### src/rtl/uart_rx.sv
// uart_rx: 8N1 UART receiver, LSB first, CLOCK_DIV clocks per bit.
// A frame is validated at mid start bit, each data bit is sampled at its
// centre, and the stop bit is checked at its centre. Good bytes produce a
// one-cycle valid strobe; a low stop bit produces a one-cycle frame_error.
//
//  state     | meaning
//  ----------+-----------------------------------------------------------
//  IDLE      | line idle, waiting for a low rx_s (start edge)
//  START     | counting to mid start bit to confirm it is still low
//  DATA      | sampling 8 data bits, one every CLOCK_DIV cycles
//  STOP      | counting to mid stop bit, then checking it is high
//  WAIT_HIGH | stop bit was low; hold off until the line returns high

module uart_rx #(
    parameter int CLOCK_DIV = 1250
) (
    input  logic       clock,
    input  logic       reset,
    input  logic       rx,
    output logic [7:0] data_out,
    output logic       valid,
    output logic       frame_error,
    output logic       busy
);

    // Counter compare points, sized to the 16-bit clock counter.
    localparam logic [15:0] DIV_M1  = 16'(CLOCK_DIV - 1);
    localparam logic [15:0] HALF_M1 = 16'((CLOCK_DIV / 2) - 1);

    // A divider below 4 leaves no room between the half-bit and full-bit
    // compare points, so refuse to elaborate.
    if (CLOCK_DIV < 4 || CLOCK_DIV > 65535) begin : g_bad_div
        $error("uart_rx: CLOCK_DIV must be in 4..65535");
    end

    typedef enum logic [2:0] {
        IDLE      = 3'd0,
        START     = 3'd1,
        DATA      = 3'd2,
        STOP      = 3'd3,
        WAIT_HIGH = 3'd4
    } state_t;

    state_t      state;
    state_t      state_nxt;

    logic        rx_meta;
    logic        rx_s;

    logic [15:0] clock_count;
    logic [2:0]  bit_idx;
    logic [7:0]  shift_reg;

    logic        half_tick;
    logic        bit_tick;

    logic        valid_nxt;
    logic        frame_error_nxt;
    logic        load_data;

    assign half_tick = (clock_count == HALF_M1);
    assign bit_tick  = (clock_count == DIV_M1);

    // Two-flop synchronizer; resets to the idle (high) line level.
    always_ff @(posedge clock or posedge reset) begin
        if (reset) begin
            rx_meta <= 1'b1;
            rx_s    <= 1'b1;
        end else begin
            rx_meta <= rx;
            rx_s    <= rx_meta;
        end
    end

    // State register.
    always_ff @(posedge clock or posedge reset) begin
        if (reset) begin
            state <= IDLE;
        end else begin
            state <= state_nxt;
        end
    end

    // Next-state logic.
    always_comb begin
        state_nxt = state;
        case (state)
            IDLE: begin
                if (!rx_s) begin
                    state_nxt = START;
                end
            end
            START: begin
                if (half_tick) begin
                    state_nxt = rx_s ? IDLE : DATA;
                end
            end
            DATA: begin
                if (bit_tick && (bit_idx == 3'd7)) begin
                    state_nxt = STOP;
                end
            end
            STOP: begin
                if (bit_tick) begin
                    state_nxt = rx_s ? IDLE : WAIT_HIGH;
                end
            end
            WAIT_HIGH: begin
                if (rx_s) begin
                    state_nxt = IDLE;
                end
            end
            default: begin
                state_nxt = IDLE;
            end
        endcase
    end

    // Output decode: strobe requests at the stop sample, busy from state.
    always_comb begin
        valid_nxt       = 1'b0;
        frame_error_nxt = 1'b0;
        load_data       = 1'b0;
        busy            = (state != IDLE);
        if ((state == STOP) && bit_tick) begin
            if (rx_s) begin
                valid_nxt = 1'b1;
                load_data = 1'b1;
            end else begin
                frame_error_nxt = 1'b1;
            end
        end
    end

    // Bit timing counter, bit index and data shifter.
    always_ff @(posedge clock or posedge reset) begin
        if (reset) begin
            clock_count <= 16'd0;
            bit_idx     <= 3'd0;
            shift_reg   <= 8'h00;
        end else begin
            case (state)
                START: begin
                    if (half_tick) begin
                        clock_count <= 16'd0;
                        bit_idx     <= 3'd0;
                    end else begin
                        clock_count <= clock_count + 16'd1;
                    end
                end
                DATA: begin
                    if (bit_tick) begin
                        shift_reg   <= {rx_s, shift_reg[7:1]};
                        clock_count <= 16'd0;
                        bit_idx     <= bit_idx + 3'd1;
                    end else begin
                        clock_count <= clock_count + 16'd1;
                    end
                end
                STOP: begin
                    if (bit_tick) begin
                        clock_count <= 16'd0;
                    end else begin
                        clock_count <= clock_count + 16'd1;
                    end
                end
                default: begin
                    clock_count <= 16'd0;
                end
            endcase
        end
    end

    // Registered strobes and the held output byte.
    always_ff @(posedge clock or posedge reset) begin
        if (reset) begin
            data_out    <= 8'h00;
            valid       <= 1'b0;
            frame_error <= 1'b0;
        end else begin
            valid       <= valid_nxt;
            frame_error <= frame_error_nxt;
            if (load_data) begin
                data_out <= shift_reg;
            end
        end
    end

endmodule

### config.mk
export PLATFORM = sky130hd
export DESIGN_NAME = uart_rx
export DESIGN_NICKNAME = d
export VERILOG_FILES = /design/src/rtl/uart_rx.sv
export SDC_FILE = /design/constraint.sdc
export NUM_CORES = 1
export LEC_CHECK = 0
export ABC_AREA = 0
export CAP_MARGIN = 20
export CELL_PAD_IN_SITES_DETAIL_PLACEMENT = 2
export CELL_PAD_IN_SITES_GLOBAL_PLACEMENT = 2
export CORE_MARGIN = 8
export CORE_UTILIZATION = 39
export DETAILED_ROUTE_END_ITERATION = 8
export PLACE_DENSITY_LB_ADDON = 0.08
export SLEW_MARGIN = 20
export SYNTH_ARGS = -nofsm -noshare
export SYNTH_HDL_FRONTEND = slang
export SYNTH_SLANG_ARGS = --single-unit
### constraint.sdc
create_clock -name clock -period 3 [get_ports clock]
set_clock_uncertainty 0.05 [all_clocks]
set_input_delay 0.6 -clock clock [delete_from_list [all_inputs] [get_ports clock]]
set_output_delay 0.6 -clock clock [all_outputs]
set_load 0.02 [all_outputs]
# [Word level (Yosys, flattened, before mapping)]
# Cells that the tools add are included.
[op_classes] addsub=2 multipliers=0 div_mod_pow=0 n_lt_le_gt_ge=0 eq_ne=13 shift=0 n_mux=18 bitwise_logic=0 reduce_logical=9
[op_table] cell="16-bit 2-to-1 mux" count=2
[op_table] cell="16-bit case mux with 2 select lines" count=1
[op_table] cell="3-bit 2-to-1 mux" count=8
[op_table] cell="16-bit by 1-bit adder with 16-bit output (second input constant)" count=1
[op_table] cell="16-bit by 10-bit == test with 1-bit output (second input constant)" count=1
[op_table] cell="16-bit by 11-bit == test with 1-bit output (second input constant)" count=1
[op_table] cell="3-bit case mux with 5 select lines" count=1
[op_table] cell="2-bit inequality test (second input constant)" count=6
[op_table] cell="3-bit by 2-bit == test with 1-bit output (second input constant)" count=2
[op_table] cell="3-bit == test (second input constant)" count=2
[op_table] cell="3-bit case mux with 2 select lines" count=1
[op_table] cell="5-bit AND reduction" count=1
[op_table] cell="1-bit 2-to-1 mux" count=4
[op_table] cell="3-bit by 1-bit adder with 3-bit output (second input constant)" count=1
[op_table] cell="3-bit by 1-bit == test with 1-bit output (second input constant)" count=1
[op_table] cell="3-bit zero test" count=1
[op_table] cell="3-bit AND reduction" count=1
[op_table] cell="3-bit nonzero test" count=1
[op_table] cell="1-bit logical AND" count=2
[op_table] cell="2-bit 2-to-1 mux" count=1
[op_table] cell="2-bit AND reduction" count=1
[op_table] cell="2-bit nonzero test" count=1
[op_table] cell="2-bit OR reduction" count=1
[totals] ff_bits=42 latchBits=0 ram_bits=0 romBits=0 input_bits=3 wordCells=51 memories=0

# [Logic depth before layout (Yosys ltp)]
[logic_depth] word_depth=4 mapped_depth=7 depth_no_buf=6

# [Worst setup path before layout]
# No wires, ideal clock.
[synth_timing] kind="register -> register" startpoint="register clock_count[2]" endpoint="register clock_count[2]" setup_ps=119 arrival_ps=1954 required_ps=2831 path_slack_ps=877 stages_incl_launch_ff=7 path_buffers=2 path_cell_list="dfrtp_1 > buf_6 > or4_4 > or4_4 > a22oi_4 > buf_6 > nor2_1"
[synth_between] elab_chain_cells=3
[synth_lines] element="start, declared" line_no="50" rtl="logic [15:0] clock_count;"
[synth_lines] element="start signal, assigned" line_no="148" rtl="clock_count <= clock_count + 16'd1;"
[synth_lines] element="start signal, assigned" line_no="157" rtl="clock_count <= clock_count + 16'd1;"
[synth_lines] element="start signal, assigned" line_no="164" rtl="clock_count <= clock_count + 16'd1;"
[synth_lines] element="16-bit by 1-bit adder with 16-bit output, or another cell as far along" line_no="148, 157, 164"
[synth_lines] element="16-bit 2-to-1 mux, on equally long branches" line_no="152, 161, 144"
[synth_lines] element="16-bit case mux with 2 select lines *" line_no="142" rtl="case (state)"
# Mark *: on every way between the ends. The rest lies on a longest branch, timed or not.
# A chain may end at the register's enable or synchronous reset.

# [Final worst setup path]
[layout_timing] startpoint="register clock_count[12]" endpoint="register frame_error"
[layout_between] elab_chain_cells=3
[layout_lines] element="16-bit by 11-bit == test with 1-bit output" line_no="62" rtl="assign bit_tick = (clock_count == DIV_M1);"
[layout_lines] element="1-bit logical AND" line_no="125" rtl="if ((state == STOP) && bit_tick) begin"
[layout_lines] element="1-bit 2-to-1 mux" line_no="125"
[layout_lines] element="named net frame_error_nxt" line_no="58" rtl="logic frame_error_nxt;"
[layout_lines] element="end signal, assigned" line_no="182" rtl="frame_error <= frame_error_nxt;"
[layout_lines] element="end, declared" line_no="22" rtl="output logic frame_error,"
# The timed path passes the listed nets, and every way through them passes these cells.

==> impl_metrics.py <==
metrics = {
    "run_status": {
        "status": "finished, final reports clean",
    },
    "die": {
        "die_w_um": 87.06,
        "core_area_um2": 4977,
        "ios": 14,
        "num_rows": 26,
        "dieArea_um2": 7579,
        "start_util_pct": 39.57,
        "die_h_um": 87.06,
    },
    "global_route": {
        "antenna_found_initial": 0,
        "grt_max_degree": 43,
        "grtUsageTotal_pct": 12.71,
        "use_met2_pct": 21.17,
        "grt-busiest-layer": "met2",
        "grt_util_met3_pct": 2.547,
        "grt_overflow": 0,
        "grt_pass1_wl_mm": 7.748,
        "grt_pass1_vias": 1536,
        "grt.met1_usage_pct": 16.65,
    },
    "route": {
        "vias_per_cell": 5.295,
        "drc": 0,
        "antenna_left": 0,
        "routedWlPerCell_um": 16.96,
        "drt_first_pass_iters": 4,
        "routed-via-count": 1345,
        "wirelength_mm": 4.308,
        "drt-initial-drc-count": 30,
    },
    "logic_synthesis": {
        "synth.distinct_cells": 38,
        "synth_area_leader_cell": "dfrtp_1",
        "syn-cell-area_um2": 1969,
        "synth_top_family_by_area": "simple AND/OR/NAND/NOR gates",
        "synthCells": 166,
        "synth-compound-area-share_pct": 5.527,
        "synth.area.top_cells": "dfrtp_1 (51%), mux2_2 (9.7%), xnor2_1 (3.6%)",
        "synth.top_cell.area_share_pct": 50.83,
        "synthAdderAreaFrac_pct": 3.177,
        "synthTopCellsByCount": "dfrtp_1 (40), mux2_2 (17), nor2_1 (17)",
        "yosys_warnings": 0,
        "synth_seq_cells": 42,
        "synth.most_common_cell": "dfrtp_1",
        "synth_edf_count": 0,
        "synthSimpleGateAreaFrac_pct": 19.57,
        "syn-mean-instance-area_um2": 11.86,
        "synthMuxAreaShare_pct": 9.720,
        "synth_fp_nets": 174,
        "synth_xor_area_share_pct": 5.781,
        "synth_ff_type": "dfrtp_1",
        "synthArstFlopShare_pct": 100.0,
        "ys_seq_area_share_pct": 53.49,
    },
    "cts": {
        "clk_pin_slew_ns": 0.09,
        "cts.sinks": 42,
        "cts.repair.resized": 0,
        "postCtsSetupBuffers": 0,
        "ctsHtreeMaxLevel": 2,
        "clockRootBuffer": "clkbuf_8",
        "cts_inserted_buffers": 5,
        "clock_path_buffers": 2,
        "cts_tree": "yes",
        "clock_latency_ns": 0.29,
        "cts_hold_buffers": 0,
    },
    "place": {
        "io_buffers": 13,
        "dpl-instance-area_um2": 2167,
        "globalplace.congestion": 0.7717,
        "post-dp-hpwl_mm": 3.094,
        "place_ws_ns": 0.5463,
    },
    "sta": {
        "hold_violations": 0,
        "tightest_slew_ns": 0.5711,
        "timing.setup.tns_ns": 0,
        "min_period_ns": 2.424,
        "max_slew_margin_pct": 61.57,
        "drv_slew": 0,
        "setup_viol": 0,
        "rsz0062_at_grt": "no",
        "whs_ns": 0.3114,
        "setup_ws_ns": 0.5764,
        "fin_crit_sh_pct": 80.79,
        "clock.fmax_ghz": 0.4126,
    },
    "critical_path": {
        "worst-path-max-fanout": 17,
        "crit_required_ns": 3.16,
        "crit_arrival_ns": 2.58,
        "reg2reg_to": "frame_error",
        "startpoint": "clock_count[12]",
        "crit_path_end": "frame_error",
        "worst_setup_path_start_kind": "register",
        "end_kind": "register",
        "worstRegToRegCells": 4,
        "rrSetupSlack_ns": 0.58,
        "timing.rr.start": "clock_count[12]",
        "critPathKind": "reg2reg",
    },
    "power": {
        "powerDensity_nw_per_um2": 430.3,
        "leakagePower_nw": 0.9902,
        "irDropWorstVdd_uv": 212.0,
        "finalPower_w": 0.0009735,
    },
    "finish": {
        "largest_register_ff_count": 16,
        "syn_to_final_growth_pct": 14.87,
        "nets": 191,
        "diodes": 0,
        "fin_area_um2": 2262,
        "final_layout_size_suffix_gt1_share_pct": 17.93,
    },
    "min_path": {
        "min_path_type": "reg2reg",
    },
    "run": {
        "maxCapViolCount": 0,
    },
}
placed cells by master, fill, tap and decap left out, types with 3 or more instances in the layout:
cell type and count:
nand3_1 7, mux2_2 17, clkbuf_8 6, clkdlybuf4s50_1 13
or4_1 3, xnor2_1 8, ha_1 5, a21oi_1 4
inv_1 5, nor4_1 7, nand2_1 5, nor2_1 17
nor3_1 4, nand4_1 6, xor2_1 5, dfrtp_1 40
metrics by stage:
| step | instances | utilization [%] |
|---|---|---|
| after floorplan | 166 | - |
| after global placement | 246 | 43.54 |
| after detailed placement | 246 | 43.54 |
| after CTS | 254 | 45.45 |
| after global routing | 254 | 45.45 |
| final | 254 | 45.45 |
area by class of cell:
class | count | area [um2]
Sequential cell | 42 | 1054
Clock buffer | 7 | 86.33
Fill cell | 497 | 2715
Multi-Input combinational cell | 114 | 862.1
Timing Repair Buffer | 15 | 145.1
Clock inverter | 1 | 8.758
Tap cell | 70 | 87.58
Inverter | 5 | 18.77
worst min-delay path by stage:
stage                 start    to  slack [ns]  cells after the start
floorplan           rx_meta  rx_s        0.30                      0
detailed placement  rx_meta  rx_s        0.30                      0
global placement    rx_meta  rx_s        0.30                      0
global route        rx_meta  rx_s        0.32                      0
finish              rx_meta  rx_s        0.31                      0
CTS                 rx_meta  rx_s        0.31                      0
metal layers:
layer | vias up | wire length, um | share of wire, %
li1 | 634 | - | -
met1 | 690 | 2118 | 49
met2 | 17 | 2046 | 47
met3 | 4 | 117 | 2.7
met4 | 0 | 25 | 0.58
met5 | - | 0 | 0
power by group:
group / total [W] / leakage, nW / internal [W] / switching, W
combinational: 0.0000156 / 0.376 / 0.00000352 / 0.0000121
sequential: 0.000570 / 0.565 / 0.000568 / 0.00000157
clock: 0.000388 / 0.0489 / 0.000190 / 0.000198
total: 0.000973 / 0.990 / 0.000762 / 0.000211
critical path: stages, from the launching register on:
cell and delay, ns:
dfrtp_1 0.44, or4_1 0.58, or4_4 0.58, a22oi_4 0.42
nor4b_4 0.28
kinds of logic (layout without fill, tap and decap cells):
logic type      Yosys count  in the layout
compound gates           14             14
buf+inv                  10             28
xor+xnor                 13             13
mux                      17             17
simple gates             65             65
flops                    42             42
fa+ha+maj                 5              5
Note: power is estimated with default switching activity, not from simulation.
